$ cat src/rtl/pixel_writer.sv
// pixel_writer: buffers (x,y,colour) pixels and read-modify-writes them into a
// 1-bpp packed framebuffer SRAM through the shared-memory arbiter.  Rev 1.0
`default_nettype none

module pixel_writer #(
  parameter int H_RES        = 640,
  parameter int V_RES        = 480,
  parameter int ADDR_W       = 15,
  parameter int FIFO_DEPTH   = 8,
  parameter int READ_LATENCY = 2
) (
  input  logic              clk,
  input  logic              reset,
  input  logic              pix_valid,
  input  logic [9:0]        x,
  input  logic [9:0]        y,
  input  logic              colour,
  output logic              stall,
  output logic              busy,
  output logic              overflow,
  output logic              sram_req,
  output logic              sram_we,
  output logic [ADDR_W-1:0] sram_addr,
  output logic [15:0]       sram_wdata,
  input  logic [15:0]       sram_rdata,
  input  logic              sram_grant
);

  localparam int PTR_W          = $clog2(FIFO_DEPTH);
  localparam int CNT_W          = $clog2(FIFO_DEPTH + 1);
  localparam int LAT_W          = $clog2(READ_LATENCY + 1);
  localparam int ENTRY_W        = ADDR_W + 5;
  localparam int WORDS_PER_LINE = H_RES / 16;
  localparam logic [10:0] H_LIM = 11'(H_RES);
  localparam logic [10:0] V_LIM = 11'(V_RES);

  typedef enum logic [1:0] {
    IDLE    = 2'd0,
    RD_REQ  = 2'd1,
    RD_WAIT = 2'd2,
    WR_REQ  = 2'd3
  } state_t;

  state_t               state_q, state_d;
  logic [LAT_W-1:0]     lat_q, lat_d;
  logic [15:0]          word_q, word_d;

  logic [ENTRY_W-1:0]   fifo_q [FIFO_DEPTH];
  logic [PTR_W-1:0]     wr_ptr_q, rd_ptr_q;
  logic [CNT_W-1:0]     count_q;
  logic                 overflow_q;

  logic                 w_in_range;
  logic                 w_push;
  logic                 w_pop;
  logic [ADDR_W-1:0]    w_addr;
  logic [ENTRY_W-1:0]   w_entry;
  logic [ENTRY_W-1:0]   w_head;
  logic [ADDR_W-1:0]    w_head_addr;
  logic [3:0]           w_head_bit;
  logic                 w_head_colour;

  // Stall comes from the registered count only, so a same-cycle pop never frees a slot early.
  assign stall      = (count_q == CNT_W'(FIFO_DEPTH));
  assign busy       = (count_q != '0) || (state_q != IDLE);
  assign overflow   = overflow_q;

  assign w_in_range = ({1'b0, x} < H_LIM) && ({1'b0, y} < V_LIM);
  assign w_push     = pix_valid && !stall && w_in_range;
  assign w_addr     = ADDR_W'(32'(y) * 32'(WORDS_PER_LINE) + 32'(x[9:4]));
  assign w_entry    = {w_addr, x[3:0], colour};

  assign w_head        = fifo_q[rd_ptr_q];
  assign w_head_addr   = w_head[ENTRY_W-1:5];
  assign w_head_bit    = w_head[4:1];
  assign w_head_colour = w_head[0];

  always_ff @(posedge clk) begin
    if (w_push) begin
      fifo_q[wr_ptr_q] <= w_entry;
    end
  end

  always_ff @(posedge clk) begin
    if (reset) begin
      wr_ptr_q   <= '0;
      rd_ptr_q   <= '0;
      count_q    <= '0;
      overflow_q <= 1'b0;
    end else begin
      if (w_push) begin
        wr_ptr_q <= wr_ptr_q + 1'b1;
      end
      if (w_pop) begin
        rd_ptr_q <= rd_ptr_q + 1'b1;
      end
      case ({w_push, w_pop})
        2'b10:   count_q <= count_q + 1'b1;
        2'b01:   count_q <= count_q - 1'b1;
        default: count_q <= count_q;
      endcase
      if (pix_valid && stall) begin
        overflow_q <= 1'b1;
      end
    end
  end

  always_ff @(posedge clk) begin
    if (reset) begin
      state_q <= IDLE;
      lat_q   <= '0;
      word_q  <= '0;
    end else begin
      state_q <= state_d;
      lat_q   <= lat_d;
      word_q  <= word_d;
    end
  end

  always_comb begin
    state_d    = state_q;
    lat_d      = lat_q;
    word_d     = word_q;
    w_pop      = 1'b0;
    sram_req   = 1'b0;
    sram_we    = 1'b0;
    sram_addr  = '0;
    sram_wdata = '0;
    case (state_q)
      IDLE: begin
        // A push into an empty FIFO is already at the head next cycle.
        if ((count_q != '0) || w_push) begin
          state_d = RD_REQ;
        end
      end
      RD_REQ: begin
        sram_req  = 1'b1;
        sram_addr = w_head_addr;
        if (sram_grant) begin
          lat_d   = LAT_W'(1);
          state_d = RD_WAIT;
        end
      end
      RD_WAIT: begin
        if (lat_q == LAT_W'(READ_LATENCY)) begin
          word_d             = sram_rdata;
          word_d[w_head_bit] = w_head_colour;
          state_d            = WR_REQ;
        end else begin
          lat_d = lat_q + 1'b1;
        end
      end
      WR_REQ: begin
        sram_req   = 1'b1;
        sram_we    = 1'b1;
        sram_addr  = w_head_addr;
        sram_wdata = word_q;
        if (sram_grant) begin
          w_pop   = 1'b1;
          state_d = IDLE;
        end
      end
      default: begin
        state_d = IDLE;
      end
    endcase
  end

endmodule

`default_nettype wire

$ cat config.mk
export PLATFORM = sky130hd
export DESIGN_NAME = pixel_writer
export DESIGN_NICKNAME = d
export VERILOG_FILES = /design/src/rtl/pixel_writer.sv
export SDC_FILE = /design/constraint.sdc
export NUM_CORES = 1
export LEC_CHECK = 0
export BUFFER_PORTS_ARGS = -buffer_cell sky130_fd_sc_hd__buf_2
export CORE_UTILIZATION = 59
export CTS_CLUSTER_DIAMETER = 80
export DETAILED_ROUTE_END_ITERATION = 16
export PLACE_DENSITY = 0.86
export SYNTH_ARGS = -nofsm -noshare
export SYNTH_HDL_FRONTEND = slang
export SYNTH_SLANG_ARGS = --single-unit
$ cat constraint.sdc
create_clock -name clk -period 4.13 [get_ports clk]
set_clock_uncertainty 0.05 [all_clocks]
set_input_delay 0.2065 -clock clk [delete_from_list [all_inputs] [get_ports clk]]
set_output_delay 0.2065 -clock clk [all_outputs]
set_load 0.1 [all_outputs]
[Word-level counts from Yosys, hierarchy flattened]
Memories as Yosys holds them, arrays and structs flattened. A register that Yosys moved wholly into a read port is not among the register bits.
Cells that the tools add are included.
W data, S select, Z words.
Storage, ports and cells
  flip-flop bits (word level): 31
  bits in writable memories: 160
  bits of input ports: 41
  output and inout bits: 36
  memories kept: 1
Operators by class
  add/subtract/negate cells: 6
  multiply operators: 1
  magnitude comparators: 4
  eq/ne operators: 12
  multiplexer cells: 22
  reduce and logical (&&, ||, !) cells: 17
Memory list
  fifo_q: words 8, bits a word 20, rd ports 1, clocked after Yosys merged registers in 1, wr ports 1, line 48  | logic [ENTRY_W-1:0] fifo_q [FIFO_DEPTH];
Operators with widths (number)
  $bwmux W16: 1
  $mux W16: 1
  $add A15 B6 Y15: 1
  $mux W15: 1
  $mul A10 B3 Y12 const B: 1
  $mux W2: 6
  $lt A10 B10 Y1 const B: 1
  $lt A10 B9 Y1 const B: 1
  $ne A2 B2 Y1 const B: 5
  $eq A2 B2 Y1 const B: 4
  $pmux W2 S4: 1
  $pmux W4 S2: 1
  $mux W1: 7
  $add A3 B1 Y3 const B: 2
  $mux W3: 2
  $reduce_bool A2 Y1: 3
  $logic_and A1 B1 Y1: 5
  $lt A4 B5 Y1 const B: 1
  $add A4 B1 Y4 const B: 1
  $demux W1 S4: 1
  $eq A2 B1 Y1 const B: 2
  $eq A4 B4 Y1 const B: 1
  $ge A4 B1 Y1 const B: 1
  $pmux W2 S2: 1
  10 further kinds: 11

[Longest topological paths before layout]
  depth after elaboration: 7
  mapped depth: 11

[Least setup slack after synthesis]
OpenSTA, ideal clock, no wires.
  path type: register to register
  start point: register count_q[0]
  end point: memory fifo_q[6][0] in the netlist's numbering, enable pin
  library setup time: 0.427 ns
  data arrival time: 3.487 ns
  data required time: 3.653 ns
  slack: 0.167 ns
  stages on the path, launching flop included: 6
  path buffers: 0
  cells stage by stage: dfxtp_1 > nor3_1 > and2_0 > nor2_1 > nand2_1 > nor3b_1
On the way
  longest elaborated chain between the ends: 6
Ends and longest elaborated chain
  from (decl): line 50  | logic [CNT_W-1:0] count_q;
  from (signal assigned): line 98  | 2'b10: count_q <= count_q + 1'b1;
  from (signal assigned): line 99  | 2'b01: count_q <= count_q - 1'b1;
  from (signal assigned): line 100  | default: count_q <= count_q;
  $eq A4 B4 Y1: line 64  | assign stall = (count_q == CNT_W'(FIFO_DEPTH));
  via stall: line 18  | output logic stall,
  $logic_not A1 Y1: line 69  | assign w_push = pix_valid && !stall && w_in_range;
  $logic_and A1 B1 Y1 (2 in series): line 69
  $mux W1: line 79  | if (w_push) begin
  $mux W1 (not written as such): line 80  | fifo_q[wr_ptr_q] <= w_entry;
  to (decl): line 48
The timed path passes the listed nets, and every way through them passes these cells.

==> results_dict.tcl <==
set metrics [dict create \
    vdd_drop_max_mv 0.5910 \
    route.top_layer_used "met4" \
    tritonroute_pass_1_iters 5 \
    finalSetupTns_ns 0 \
    synth_enable_flop_cells 160 \
    ant_nets 0 \
    design.final.nets 741 \
    route.vias.total 5173 \
    power.static_leakage_nw 3.517 \
    yosysUniqueCellTypes 56 \
    timing.final.setup_violations 0 \
    worst_slew_pin_slew_ns 1.212 \
    synth_top_area_share_pct 55.56 \
    worst_slew_margin_rel_pct 19.20 \
    gr-total-overflow 0 \
    fin_worst_hold_slack_ns 0.02608 \
    place.detailed.hpwl_mm 10.93 \
    finalWeightedCongestion 0.8429 \
    placed_cell_area_mm2 0.009274 \
    timing.critical_path.to_type "output pin" \
    grt_start_max_net_pins 48 \
    clkLatencyLatePin_ns 0.43 \
    non_filler_cells_final 857 \
    syn-cell-area_mm2 0.008647 \
    rsz0062_at_grt "false" \
    via_count_of_the_first_global_routing_pass 5257 \
    layout.core_utilization_pct 71.40 \
    cts_root_buf "sky130_fd_sc_hd__clkbuf_16" \
    initial_utilization_pct 61.34 \
    clk_transition_reported_paths_ns 0.07 \
    area_growth_from_synthesis_to_layout_pct 16.39 \
    dieWidth_um 123.1 \
    grt_usage_pct 25.14 \
    clkSinkCount 194 \
    cpMaxStageDelayCell "sky130_fd_sc_hd__dfxtp_2" \
    numPlacedInstances 806 \
    hold_class "input pin to flip-flop" \
    synth.most_common_cell "sky130_fd_sc_hd__edfxtp_1" \
    pwr_density_cell_mw_per_mm2 491.4 \
    timing.critical_path.arrival_ns 2.75 \
    ios 77 \
    status "finished clean" \
    die_y_um 123.1 \
    nFillCells 871 \
    syn_area_per_cell_um2 15.47 \
    netlist_top_cells_area "sky130_fd_sc_hd__edfxtp_1 (56%), sky130_fd_sc_hd__mux4_2 (10%), sky130_fd_sc_hd__dfxtp_1 (7.9%)" \
    wl_met3_mm 1.113 \
    drcViolationCount 0 \
    max_cap_viol_count 0 \
    port-buffer-count 76 \
    async_flop_share_pct 0 \
    postSynthCellCount 559 \
    period_share_pct 72.72 \
    drive_above_1_share_pct 26.29 \
    fp.dieArea_mm2 0.01514 \
    netlist_top_cells_count "sky130_fd_sc_hd__edfxtp_1 (160), sky130_fd_sc_hd__nor2_1 (44), sky130_fd_sc_hd__mux4_2 (40)" \
    yosysWarnings 0 \
    synth-seq-area-share_pct 63.44 \
    criticalPathCategory "flip-flop to output pin" \
    post-synth-top-area-cell "sky130_fd_sc_hd__edfxtp_1" \
    max_freq_mhz 333.0 \
    route.layer.met1.wl_mm 6.795 \
    synth_top_flop_cell "sky130_fd_sc_hd__edfxtp_1" \
    std_cell_rows 43 \
    cts_resized 0 \
    ff_latch_area_mm2 0.005488 \
    vias_per_cell 6.036 \
    finalWirelength_mm 17.58 \
    area_of_all_placed_cells_without_fillers_mm2 0.01006 \
    timing.critical_path.fanout_max 47 \
    final_hold_viol_count 0 \
    max-clock-path-buffers 2 \
    critPathMaxStageDelay_ns 1.13 \
    antenna_found_initial 0 \
    grt_first_pass_wirelength_mm 27.06 \
    synth.net_count 633 \
    multi_input_comb_area_mm2 0.003003 \
    htree_levels 4 \
    synth_seq_cells 194 \
    critical_path.cell_chain "mux4_2, mux2i_1, nor2_1, buf_2" \
    cts_tree "yes" \
    drt_first_iter_violations 380 \
    routedWlPerCell_um 20.52 \
    slew_viol_final 0 \
    wl_met2_mm 9.234 \
    worst-endpoint-required_ns 3.87 \
    final.min_clock_period_ns 3.003 \
    diodes 0 \
    cts_buffers 17 \
    design.core.area_mm2 0.01410 \
    crit_path_start_kind "flip-flop" \
]
state kept, by name, indices dropped and copies added (netlist names), named ones only:
name and count:
rd_ptr_q 3, state_q 2, wr_ptr_q 3, fifo_q 160, overflow 1, lat_q 2
count_q 4, word_q 16
cell type report:
class,count,area share (%)
multi-input combinational,326,29.84
timing repair buffer,112,7.136
sequential,194,54.52
inverter,16,0.5967
clock buffer,19,4.301
clock inverter,10,1.367
tap,180,2.238
per-layer routing:
| layer | GRT usage (%) | up-vias |
|---|---|---|
| met4 | 11.30 | 0 |
| li1 | - | 2381 |
| met2 | 44.38 | 199 |
| met1 | 28.70 | 2556 |
| met5 | 0 | - |
| met3 | 6.642 | 37 |
cell families (layout without fill, tap and decap cells):
| logic type | Yosys count | in the layout | synth area share (%) |
|---|---|---|---|
| and+or+nand+nor | 143 | 143 | 8.349 |
| adders and majority gates | 33 | 33 | 5.035 |
| xor gates and xnor gates | 23 | 23 | 2.330 |
| muxes | 60 | 60 | 12.76 |
| AOI/OAI and AO/OA | 67 | 67 | 5.904 |
| DFF | 194 | 194 | 63.44 |
| buffers and inverters | 39 | 157 | 2.185 |
worst max-delay path: cells and delay by family, from the launching register on:
family        cells  cell delay, ns
buf+inv           1            0.48
flops             1            1.13
mux               2            0.49
simple gates      1            0.21
power by group:
group | switching [mW] | internal [mW]
Clock | 0.671 | 0.941
Combinational | 0.819 | 0.268
Sequential | 0.0290 | 2.22
final timing paths:
kind,startpoint,endpoint,slack [ns],cells past startpoint
setup / recovery,flip-flop,sram_addr[7],1.13,4
hold / removal,sram_rdata[11],word_q[11]$_SDFFE_PP0P_,0.03,3
setup reg to reg,count_q[0]$_SDFFE_PP0P_,count_q[3]$_SDFFE_PP0P_,1.19,11
hold reg to reg,word_q[3]$_SDFFE_PP0P_,word_q[3]$_SDFFE_PP0P_,0.40,2
cells in the final DEF (no fill, tap or decap), drive strengths merged, types with 3 or more instances in the layout:
cell,netlist,layout
xnor2,10,10
fa,3,3
o21ai,8,8
dfxtp,34,34
o311ai,9,9
o21a,4,4
a21o,3,3
inv,15,16
xor2,13,13
nor3,8,8
or3,3,3
nand2,33,33
mux2i,18,18
a21oi,10,10
ha,30,30
nor2,45,45
mux4,40,40
bufinv,0,3
o211ai,18,18
nor3b,9,9
nand2b,7,7
clkbuf,8,19
and2,18,18
nand3,12,12
buf,15,90
a211oi,3,3
edfxtp,160,160
dlygate4sd3,0,22
a31oi,3,3
clkinv,1,6
repair_timing:
action	CTS	global route
hold endpoints to repair	78	0
hold buffers	22	0
setup buffers	0	0
metrics by stage:
stage / setup slack [ns] / power [mW]
global placement: 1.321 / 3.313
detailed placement: 1.166 / 3.348
floorplan: 0.1668 / 3.123
finish: 1.127 / 4.946
global route: 0.9657 / 5.119
CTS: 1.076 / 4.962
No activity file was read; power rests on OpenSTA's default activity.
